===== src/rtl/ula_multiciclo_if.sv =====
// ula_multiciclo_if: start/busy/done handshake and operand/result bus
// between the control unit (master) and the multi-cycle ALU (slave).
interface ula_multiciclo_if #(
    parameter int WIDTH = 32,
    parameter int CTL_W = 4
);
    logic             start;
    logic [CTL_W-1:0] ALUctl;
    logic [WIDTH-1:0] A;
    logic [WIDTH-1:0] B;
    logic             busy;
    logic             done;
    logic [WIDTH-1:0] ALUOut;
    logic             Zero;

    modport master (
        output start, ALUctl, A, B,
        input  busy, done, ALUOut, Zero
    );

    modport slave (
        input  start, ALUctl, A, B,
        output busy, done, ALUOut, Zero
    );
endinterface


===== src/rtl/ula_multiciclo.sv =====
// ula_multiciclo: registered ALU with iterative multiply; defining
// ULA_MULTICICLO_DIV_EN adds a restoring unsigned divide on opcode 11.
module ula_multiciclo #(
    parameter int WIDTH = 32,
    parameter int CTL_W = 4
) (
    input logic             clk,
    input logic             rst_n,
    ula_multiciclo_if.slave bus
);
    localparam int CW = $clog2(WIDTH);
    localparam logic [CW-1:0] LAST = CW'(WIDTH - 1);

    localparam logic [CTL_W-1:0] OP_HLF = CTL_W'(1);
    localparam logic [CTL_W-1:0] OP_LFH = CTL_W'(2);
    localparam logic [CTL_W-1:0] OP_BNE = CTL_W'(3);
    localparam logic [CTL_W-1:0] OP_LW  = CTL_W'(4);
    localparam logic [CTL_W-1:0] OP_SW  = CTL_W'(5);
    localparam logic [CTL_W-1:0] OP_BEQ = CTL_W'(6);
    localparam logic [CTL_W-1:0] OP_CNT = CTL_W'(7);
    localparam logic [CTL_W-1:0] OP_SET = CTL_W'(8);
    localparam logic [CTL_W-1:0] OP_SUB = CTL_W'(9);
    localparam logic [CTL_W-1:0] OP_MUL = CTL_W'(10);
`ifdef ULA_MULTICICLO_DIV_EN
    localparam logic [CTL_W-1:0] OP_DIV = CTL_W'(11);

    typedef enum logic [1:0] {S_IDLE, S_MUL, S_DIV} state_t;
`else
    typedef enum logic [1:0] {S_IDLE, S_MUL} state_t;
`endif

    state_t           r_state, w_state;
    logic [CW-1:0]    r_cnt, w_cnt;
    logic [WIDTH-1:0] r_a, w_a;
    logic [WIDTH-1:0] r_b, w_b;
    logic [WIDTH-1:0] r_acc, w_acc;
    logic [WIDTH-1:0] r_out, w_out;
    logic             r_zero, w_zero;
    logic             r_done, w_done;

    logic [WIDTH-1:0] w_sum, w_dif, w_res;
    logic             w_isbr, w_brz, w_zsc;

`ifdef ULA_MULTICICLO_DIV_EN
    logic [WIDTH:0] w_rem_sh, w_rem_dif;

    // r_a = divisor, r_b = dividend shifting out / quotient shifting in
    assign w_rem_sh  = {r_acc, r_b[WIDTH-1]};
    assign w_rem_dif = w_rem_sh - {1'b0, r_a};
`endif

    assign w_sum = bus.A + bus.B;
    assign w_dif = bus.A - bus.B;

    always_comb begin
        w_res  = '0;
        w_isbr = 1'b0;
        w_brz  = 1'b0;
        case (bus.ALUctl)
            OP_HLF: w_res = bus.A >> 1;
            OP_LFH: w_res = bus.A;
            OP_BNE: begin
                w_res  = w_dif;
                w_isbr = 1'b1;
                w_brz  = (bus.A != bus.B);
            end
            OP_LW, OP_SW, OP_CNT: w_res = w_sum;
            OP_BEQ: begin
                w_res  = w_dif;
                w_isbr = 1'b1;
                w_brz  = (bus.A == bus.B);
            end
            OP_SET: w_res = bus.B;
            OP_SUB: w_res = w_dif;
`ifdef ULA_MULTICICLO_DIV_EN
            OP_DIV: w_res = '1;
`endif
            default: w_res = '0;
        endcase
        w_zsc = w_isbr ? w_brz : (w_res == '0);
    end

    always_comb begin
        w_state = r_state;
        w_cnt   = r_cnt;
        w_a     = r_a;
        w_b     = r_b;
        w_acc   = r_acc;
        w_out   = r_out;
        w_zero  = r_zero;
        w_done  = 1'b0;
        unique case (r_state)
            S_IDLE: begin
                if (bus.start) begin
                    if (bus.ALUctl == OP_MUL) begin
                        w_a     = bus.A;
                        w_b     = bus.B;
                        w_acc   = '0;
                        w_cnt   = '0;
                        w_state = S_MUL;
`ifdef ULA_MULTICICLO_DIV_EN
                    end else if (bus.ALUctl == OP_DIV &&
                                 bus.B != '0) begin
                        w_a     = bus.B;
                        w_b     = bus.A;
                        w_acc   = '0;
                        w_cnt   = '0;
                        w_state = S_DIV;
`endif
                    end else begin
                        w_out  = w_res;
                        w_zero = w_zsc;
                        w_done = 1'b1;
                    end
                end
            end
            S_MUL: begin
                w_acc = r_acc + (r_b[0] ? r_a : '0);
                w_a   = r_a << 1;
                w_b   = r_b >> 1;
                w_cnt = r_cnt + 1'b1;
                if (r_cnt == LAST) begin
                    w_out   = w_acc;
                    w_zero  = (w_acc == '0);
                    w_done  = 1'b1;
                    w_cnt   = '0;
                    w_state = S_IDLE;
                end
            end
`ifdef ULA_MULTICICLO_DIV_EN
            S_DIV: begin
                if (!w_rem_dif[WIDTH]) begin
                    w_acc = w_rem_dif[WIDTH-1:0];
                    w_b   = {r_b[WIDTH-2:0], 1'b1};
                end else begin
                    w_acc = w_rem_sh[WIDTH-1:0];
                    w_b   = {r_b[WIDTH-2:0], 1'b0};
                end
                w_cnt = r_cnt + 1'b1;
                if (r_cnt == LAST) begin
                    w_out   = w_b;
                    w_zero  = (w_b == '0);
                    w_done  = 1'b1;
                    w_cnt   = '0;
                    w_state = S_IDLE;
                end
            end
`endif
            default: w_state = S_IDLE;
        endcase
    end

    always_ff @(posedge clk or negedge rst_n) begin
        if (!rst_n) begin
            r_state <= S_IDLE;
            r_cnt   <= '0;
            r_a     <= '0;
            r_b     <= '0;
            r_acc   <= '0;
            r_out   <= '0;
            r_zero  <= 1'b0;
            r_done  <= 1'b0;
        end else begin
            r_state <= w_state;
            r_cnt   <= w_cnt;
            r_a     <= w_a;
            r_b     <= w_b;
            r_acc   <= w_acc;
            r_out   <= w_out;
            r_zero  <= w_zero;
            r_done  <= w_done;
        end
    end

    assign bus.busy   = (r_state != S_IDLE);
    assign bus.done   = r_done;
    assign bus.ALUOut = r_out;
    assign bus.Zero   = r_zero;
endmodule


===== src/flat_wrapper.sv =====
// flat-port wrapper written by rule: the top's interface ports become plain ports
module ula_multiciclo_flat 
#(
    parameter int WIDTH = 32,
    parameter int CTL_W = 4
)
  (clk, rst_n, bus_start, bus_ALUctl, bus_A, bus_B, bus_busy, bus_done, bus_ALUOut, bus_Zero);
  ula_multiciclo_if #(.WIDTH(WIDTH), .CTL_W(CTL_W)) bus_i ();
  input logic clk;
  input logic rst_n;
  input wire logic [$bits(bus_i.start)-1:0] bus_start;
  input wire logic [$bits(bus_i.ALUctl)-1:0] bus_ALUctl;
  input wire logic [$bits(bus_i.A)-1:0] bus_A;
  input wire logic [$bits(bus_i.B)-1:0] bus_B;
  output wire logic [$bits(bus_i.busy)-1:0] bus_busy;
  output wire logic [$bits(bus_i.done)-1:0] bus_done;
  output wire logic [$bits(bus_i.ALUOut)-1:0] bus_ALUOut;
  output wire logic [$bits(bus_i.Zero)-1:0] bus_Zero;
  assign bus_i.start = bus_start;
  assign bus_i.ALUctl = bus_ALUctl;
  assign bus_i.A = bus_A;
  assign bus_i.B = bus_B;
  assign bus_busy = bus_i.busy;
  assign bus_done = bus_i.done;
  assign bus_ALUOut = bus_i.ALUOut;
  assign bus_Zero = bus_i.Zero;
  ula_multiciclo #(.WIDTH(WIDTH), .CTL_W(CTL_W)) u_core (.clk(clk), .rst_n(rst_n), .bus(bus_i));
endmodule

===== config.mk =====
export PLATFORM = sky130hd
export DESIGN_NAME = ula_multiciclo_flat
export DESIGN_NICKNAME = d
export VERILOG_FILES = /design/src/rtl/ula_multiciclo_if.sv /design/src/rtl/ula_multiciclo.sv /design/src/flat_wrapper.sv
export SDC_FILE = /design/constraint.sdc
export NUM_CORES = 1
export LEC_CHECK = 0
export BUFFER_PORTS_ARGS = -buffer_cell sky130_fd_sc_hd__buf_2
export CAP_MARGIN = 20
export CORE_UTILIZATION = 45
export DETAILED_ROUTE_END_ITERATION = 16
export PLACE_DENSITY = 0.62
export SYNTH_ARGS = -nofsm -noshare
export SYNTH_HDL_FRONTEND = slang
export SYNTH_SLANG_ARGS = --single-unit

===== constraint.sdc =====
create_clock -name clk -period 12.3 [get_ports clk]
set_input_delay 2.46 -clock clk [delete_from_list [all_inputs] [get_ports clk]]
set_output_delay 2.46 -clock clk [all_outputs]
set_load 0.1 [all_outputs]

==> results_dict.tcl, run 1 <==
set metrics [dict create \
    syn_area_um2 12500 \
    p_leak_nw 6.12 \
    die_w_um 169 \
    root_buffer "clkbuf_16" \
    maxSlewViolCount 0 \
    routabilityCongestion 1.04 \
    wirelength_um 43300 \
    cts_tree "done" \
    rows 60 \
    tightest_slew_ns 1.09 \
    skew_ns 0.0138 \
    yosys_register_bits 136 \
    hold_depth 2 \
    h-tree-depth 4 \
    clockBufferDepth 2 \
    cp-start-kind "input pin" \
    ir_drop_mv 0.262 \
    drcViolationCount 0 \
    reg2reg_depth 14 \
    cts_hold_repair.buffers 0 \
    post-synth-top-count-cell "nand2_1" \
    synth.top_cells.by_area "dfrtp_1, ha_1, a21oi_1" \
    drt_iter0_drc 1389 \
    synth_commonest_cells "nand2_1, a21oi_1, nor2_1" \
    cp_data_required_time_ns 12.67 \
    min-delay-start "u_core.r_b[23]$_DFFE_PN0P_" \
    fin_nets 1833 \
    cp.arrival_ns 6.87 \
    drv_cap 0 \
    grt_overflow 0 \
    grt_pass1_vias 11793 \
    max_freq_ghz 0.154 \
    syn_nets 1805 \
    synthFlopType "dfrtp_1" \
    async_reset_ff_frac 1.00 \
    period_needed_ns 6.50 \
    first_pass_iters 6 \
    outcome "completed" \
    synthDistinctLibCells 81 \
    tns_ns 0 \
    endpoint_kind "flip-flop" \
    port_buffers 105 \
    dp_hpwl_um 32000 \
    vias_per_cell 6.21 \
    ctsResizeCount 0 \
    detail-route-antenna-nets 0 \
    finalHoldViolCount 0 \
    postSynthCellCount 1636 \
    powerDensity_nw_per_um2 192 \
    hold_path_end "u_core.r_b[22]$_DFFE_PN0P_" \
    final_util 0.511 \
    antenna_found_initial 2 \
    initial_core_util 0.462 \
    clock-sinks 136 \
    synth_edf_count 0 \
    hold_path.class "flip-flop to flip-flop" \
    critPathKind "input pin to flip-flop" \
    fin_crit_sh 0.528 \
    wire_per_inst_um 21.1 \
    n_fill_cell 2820 \
    rsz0062_at_grt "false" \
    postCtsSetupBuffers 0 \
    final-setup-viol-count 0 \
    reg2reg_to "u_core.bus.Zero$_DFFE_PN0P_" \
    grt_pass1_wl_um 67500 \
    yosysTopAreaCell "dfrtp_1" \
    area_growth_pct 10.7 \
    clkSlewWorstSetupHoldPaths_ns 0.07 \
    pin_count 106 \
    slew_headroom 0.273 \
    core_um2 27200 \
    synth_warnings 0 \
    clock_latency_ns 0.44 \
    postSynthAreaPerCell_um2 7.67 \
    vias 12724 \
    synth_top_area_frac 0.271 \
    drive_gt1_frac 0.115 \
    cts_buffers 17 \
    synth_seq_area_share 0.271 \
    globalRouteTotalUtil 0.305 \
    grt_start_max_net_pins 120 \
    critPathMaxFanout 32 \
    r2r_slack_ns 6.98 \
    die_h_um 169 \
    r2r_start "u_core.r_b[0]$_DFFE_PN0P_" \
    die_area_um2 28500 \
]
-- per-layer routing --
metal / routed length (um) / track usage
met4: 859 / 0.0806
met2: 18400 / 0.454
met5: 13 / 0
met1: 20300 / 0.442
met3: 3760 / 0.0664
-- cell type report --
cell class / count / area [um^2] / share of cell area
antenna: 1 / 2.50 / 0.000180
clock buffer: 20 / 467 / 0.0336
clock inverter: 11 / 138 / 0.00992
inverter: 77 / 289 / 0.0208
multi-input combinational: 1315 / 8490 / 0.612
sequential: 136 / 3410 / 0.245
tap: 372 / 465 / 0.0335
timing repair buffer: 117 / 622 / 0.0448
-- cells by family (layout without fill, tap and decap cells) --
group | count (synthesis) | after routing | synth area share
other | 0 | 1 | 0
and+or+nand+nor | 553 | 553 | 0.206
DFF | 136 | 136 | 0.271
buffers and inverters | 185 | 225 | 0.0560
AOI/OAI and AO/OA | 574 | 574 | 0.298
muxes | 56 | 56 | 0.0454
adders and majority gates | 98 | 98 | 0.0995
xor gates and xnor gates | 34 | 34 | 0.0237
-- per-stage QoR --
step	cell area, um^2	hold slack (ns)	setup slack, ns	power [W]	instances
floorplan	12500	0.452	6.40	0.00177	1636
global placement	13300	0.466	5.49	0.00209	2017
detailed placement	13300	0.473	5.41	0.00210	2017
CTS	13900	0.480	5.86	0.00266	2048
global route	13900	0.500	5.54	0.00283	2049
finish	13900	0.475	5.80	0.00266	2049
-- layout by cell type (no fill, tap or decap), types with 7 or more instances in the layout --
cell type | Yosys | final
nand2_1 | 202 | 202
a21oi_1 | 167 | 167
nor2_1 | 140 | 139
o21ai_0 | 136 | 135
dfrtp_1 | 136 | 135
buf_2 | 6 | 104
ha_1 | 95 | 95
inv_1 | 66 | 66
mux2i_1 | 49 | 49
and2_1 | 38 | 38
nor3_1 | 36 | 35
nand3_1 | 33 | 32
xnor2_1 | 25 | 25
a222oi_1 | 24 | 24
o21ai_1 | 23 | 23
a21o_1 | 22 | 22
nor2b_1 | 19 | 19
a211oi_1 | 18 | 18
clkbuf_16 | 0 | 17
nand2b_1 | 15 | 15
o211ai_1 | 15 | 15
o21bai_1 | 13 | 13
a31oi_1 | 12 | 12
nor4_1 | 12 | 12
a22o_1 | 12 | 12
a221oi_1 | 12 | 12
buf_4 | 0 | 12
o31ai_1 | 11 | 11
o22ai_1 | 11 | 10
inv_2 | 10 | 10
nand4_1 | 10 | 10
o21a_1 | 10 | 10
o221ai_1 | 10 | 10
and3_1 | 10 | 9
xor2_1 | 9 | 9
a221o_1 | 8 | 8
o311ai_1 | 7 | 7
mux2_2 | 7 | 7
-- state kept, by name (all words and copies together), names as in the netlist --
| signal | flops |
|---|---|
| u_core.r_b | 32 |
| u_core.bus.ALUOut | 32 |
| u_core.r_state | 1 |
| u_core.bus.done | 1 |
| u_core.r_cnt | 5 |
| u_core.bus.Zero | 1 |
| u_core.r_acc | 32 |
| u_core.r_a | 32 |
-- critical path, cell delays in order --
cell       delay [ns]
buf_2            0.26
nor2b_1          0.77
nor2_2           0.07
buf_4            0.28
a221o_1          0.36
a222oi_1         0.40
nand4_1          0.15
nor4_1           0.40
o2111ai_1        0.18
nor4b_1          0.37
nand4b_1         0.14
or4_1            0.52
o41ai_2          0.30
o22a_1           0.18
-- worst max path at each step --
stage | from | endpoint | slack [ns] | cells after the start
2_1_floorplan | bus_B[13] | u_core.bus.Zero$_DFFE_PN0P_ | 6.40 | 15
3_3_place_gp | bus_B[2] | u_core.bus.Zero$_DFFE_PN0P_ | 5.49 | 15
3_5_place_dp | bus_ALUctl[1] | u_core.bus.Zero$_DFFE_PN0P_ | 5.41 | 14
4_1_cts | bus_ALUctl[1] | u_core.bus.Zero$_DFFE_PN0P_ | 5.86 | 14
5_1_grt | bus_ALUctl[1] | u_core.bus.Zero$_DFFE_PN0P_ | 5.54 | 14
6_report | bus_ALUctl[1] | u_core.bus.Zero$_DFFE_PN0P_ | 5.80 | 14
-- power breakdown --
part | total (W) | internal, W | switching [W]
sequential | 0.000772 | 0.000626 | 0.000146
combinational | 0.00134 | 0.000358 | 0.000980
clock | 0.000554 | 0.000318 | 0.000236
Power figures use the tool's default switching activity.
==> run 2, diff against run 1 <==
--- a/config.mk
+++ b/config.mk
@@ -5,6 +5,7 @@
 export SDC_FILE = /design/constraint.sdc
 export NUM_CORES = 1
 export LEC_CHECK = 0
+export ABC_AREA = 1
 export BUFFER_PORTS_ARGS = -buffer_cell sky130_fd_sc_hd__buf_2
 export CAP_MARGIN = 20
 export CORE_UTILIZATION = 45
==> constraint.sdc (replaced) <==
create_clock -name clk -period 6.5 [get_ports clk]
set_input_delay 1.3 -clock clk [delete_from_list [all_inputs] [get_ports clk]]
set_output_delay 1.3 -clock clk [all_outputs]
set_load 0.1 [all_outputs]
==> run 2 against run 1 <==
  * Clock power grew 91%
  * Critical path depth rose by 6
  * Global-route usage increased by 4.2 points
  * Routed wire length up 26%
  * Sequential power rose by 110%
  * Design area is 11% higher
  * Via count is 23% higher
  * Power rose to 2.8 times the previous value
  * Critical path type unchanged
  * Largest cell class unchanged
  * Largest power group unchanged
==> results_dict.tcl, run 2 <==
set metrics [dict create \
    synth_seq_area_share 0.243 \
    startpoint "bus_ALUctl[1]" \
    rsz0062_at_grt "false" \
    clockPowerShare 0.141 \
    tns_ns 0 \
    path_buf_inv 3 \
    postSynthAreaPerCell_um2 5.88 \
    clock_latency_ns 0.45 \
    powerDensity_nw_per_um2 486 \
    cts_hold_repair.buffers 0 \
    syn_nets 2553 \
    die_area_um2 31900 \
    synth_top_area_frac 0.243 \
    rows 64 \
    final_util 0.502 \
    r2r_start "u_core.r_b[0]$_DFFE_PN0P_" \
    gr-usage-met3 0.0614 \
    port_buffers 105 \
    dp_cells 2812 \
    outcome "completed" \
    detail-route-antenna-nets 0 \
    dp_hpwl_um 44000 \
    root_buffer "clkbuf_16" \
    busiest_layer "met2" \
    grt_pass1_wl_um 82500 \
    crit_slowest_cell "nand2_1" \
    drt_iter0_drc 1424 \
    grt_start_max_net_pins 86 \
    p_sw_w 0.00415 \
    synth.top_cells.by_area "dfrtp_1, nand2_1, inv_1" \
    grt_use_met1 0.477 \
    final_cell_mix "nand2_1, inv_1, nor2_1" \
    ctsResizeCount 0 \
    drive_gt1_frac 0.0792 \
    reg2reg_depth 21 \
    synthDistinctLibCells 45 \
    grt_util_met2 0.548 \
    vias_per_cell 5.49 \
    postSynthCellCount 2384 \
    cp-endpoint "u_core.bus.Zero$_DFFE_PN0P_" \
    fin_crit_sh 0.646 \
    initial_core_util 0.459 \
    final_area_um2 15400 \
    r2r_slack_ns 2.47 \
    die_h_um 179 \
    globalRouteTotalUtil 0.347 \
    crit_top_cell "nand2_1" \
    fin_nets 2604 \
    core_um2 30600 \
    final-setup-viol-count 0 \
    power_frac_comb 0.637 \
    swShare 0.556 \
    reg2reg_to "u_core.bus.Zero$_DFFE_PN0P_" \
    seq_power_share 0.221 \
    routabilityCongestion 1.03 \
    clock-sinks 136 \
    min-delay-start "u_core.r_acc[2]$_DFFE_PN0P_" \
    async_reset_ff_frac 1.00 \
    wirelength_um 54400 \
    final_cells 2846 \
    vias 15635 \
    drcViolationCount 0 \
    antenna_found_initial 2 \
    synth_warnings 0 \
    synthFlopType "dfrtp_1" \
    crit_family "simple AND/OR/NAND/NOR gates" \
    post-synth-top-count-cell "nand2_1" \
    clkSlewWorstSetupHoldPaths_ns 0.06 \
    postCtsSetupBuffers 0 \
    finalHoldViolCount 0 \
    cp.depth 20 \
    final_common_cell "nand2_1" \
    whs_ns 0.488 \
    clockBufferDepth 2 \
    h-tree-depth 4 \
    max_freq_ghz 0.238 \
    cts_buffers 17 \
    critPathMaxFanout 25 \
    ir_drop_mv 0.310 \
    area_growth_pct 9.58 \
    slew_headroom 0.252 \
    cts_tree "done" \
    yosys_register_bits 136 \
    hold_path.class "flip-flop to flip-flop" \
    die_w_um 179 \
    skew_ns 0.0102 \
    endpoint_kind "flip-flop" \
    period_needed_ns 4.20 \
    max_stage_delay_ns 0.72 \
    hold_depth 2 \
    internal_power_w 0.00332 \
    syn_area_um2 14000 \
    wire_per_inst_um 19.1 \
    synth_edf_count 0 \
    synth_commonest_cells "nand2_1, inv_1, nor2_1" \
    drv_cap 0 \
    crit_path_cell_trace "buf_2 > inv_1 > nor2_1 > nand2_1 > inv_1 > nand2_1 > o211ai_1 > nor2_1 > nand3_1 > nor2_1 > nand3_1 > nor2_1 > nand2_1 > nor2_1 > nand2_1 > nand2_1 > nand2_1 > nand2_1 > nand2_1 > nand2_1" \
    p_leak_nw 8.47 \
    grt_overflow 0 \
    yosysTopAreaCell "dfrtp_1" \
    first_pass_iters 6 \
    critPathKind "input pin to flip-flop" \
    grt_pass1_vias 14752 \
    cp.arrival_ns 4.58 \
    cp_data_required_time_ns 6.88 \
    pin_count 106 \
    tightest_slew_ns 1.12 \
    cp-start-kind "input pin" \
    maxSlewViolCount 0 \
    post_dp_cell_area_um2 14700 \
]
[run 2: cell types whose count changed after synthesis, sizes merged, moves of 37 or more]
cell    delta
nand2    +605
nand3    +118
a21oi     -37
o21ai     -92
and2      -38
clkbuf    -48
nor2     +183
a31oi     +74
inv      +280
mux2i     -48
[run 2: worst register-to-register path, stage by stage, from the launching register on]
cell     delay (ns)
dfrtp_1        0.77
nand2_1        0.19
inv_1          0.06
ha_1           0.20
fa_1           0.44
nand3_1        0.09
nand2_1        0.09
a21oi_1        0.39
inv_1          0.11
nand2_1        0.07
nand2_1        0.10
nand2_1        0.08
nand2_1        0.16
xnor2_1        0.25
nand2_1        0.09
nor2_1         0.09
nand2_1        0.05
nor2_1         0.24
nand4_1        0.21
nand2_1        0.13
nand2_1        0.05
nand2_1        0.10
[run 2: final cells by class]
| cell class | count | area, um^2 |
|---|---|---|
| multi-input combinational | 1808 | 8910 |
| timing repair buffer | 112 | 584 |
| tap | 396 | 495 |
| fill | 3337 | 15200 |
| sequential | 136 | 3410 |
| antenna | 2 | 5.00 |
| clock inverter | 12 | 163 |
| inverter | 360 | 1350 |
| clock buffer | 20 | 457 |
[run 2: power by group through the flow]
stage                     registers (W)  clock network [W]  logic [W]
after CTS                       0.00165            0.00107    0.00472
after global placement          0.00165                  0    0.00466
after global routing            0.00172            0.00110    0.00527
after floorplan                 0.00228                  0    0.00291
final                           0.00165            0.00106    0.00476
after detailed placement        0.00166                  0    0.00468
[run 2: worst min-delay path by stage]
| stage | endpoint | slack, ns |
|---|---|---|
| after CTS | u_core.r_acc[23]$_DFFE_PN0P_ | 0.49 |
| after global placement | u_core.r_acc[2]$_DFFE_PN0P_ | 0.47 |
| after floorplan | u_core.r_acc[2]$_DFFE_PN0P_ | 0.45 |
| final | u_core.r_acc[2]$_DFFE_PN0P_ | 0.49 |
| after global routing | u_core.r_acc[4]$_DFFE_PN0P_ | 0.51 |
| after detailed placement | u_core.r_acc[23]$_DFFE_PN0P_ | 0.47 |
[run 2: cell families (layout without fill, tap and decap cells)]
kind of cell / Yosys count / in the layout / synth area share
simple gates: 1336 / 1336 / 0.386
buf+inv: 440 / 504 / 0.123
compound gates: 341 / 341 / 0.138
flops: 136 / 136 / 0.243
fa+ha+maj: 98 / 98 / 0.0890
xor+xnor: 32 / 32 / 0.0200
mux: 1 / 1 / 0.000714
other cells: 0 / 2 / 0
[run 2: metrics by stage]
stage	setup slack, ns	total power (W)
after floorplan	3.28	0.00519
after global placement	1.95	0.00631
after detailed placement	1.98	0.00635
after CTS	2.43	0.00745
after global routing	2.07	0.00809
final	2.30	0.00747
[run 2: routing by layer]
metal | part of all wire | vias up | wire length [um]
met2 | 0.44 | 590 | 24100
met1 | 0.45 | 7328 | 24600
met4 | 0.026 | 0 | 1400
li1 | - | 7640 | -
met5 | 0 | - | 0
met3 | 0.077 | 77 | 4190
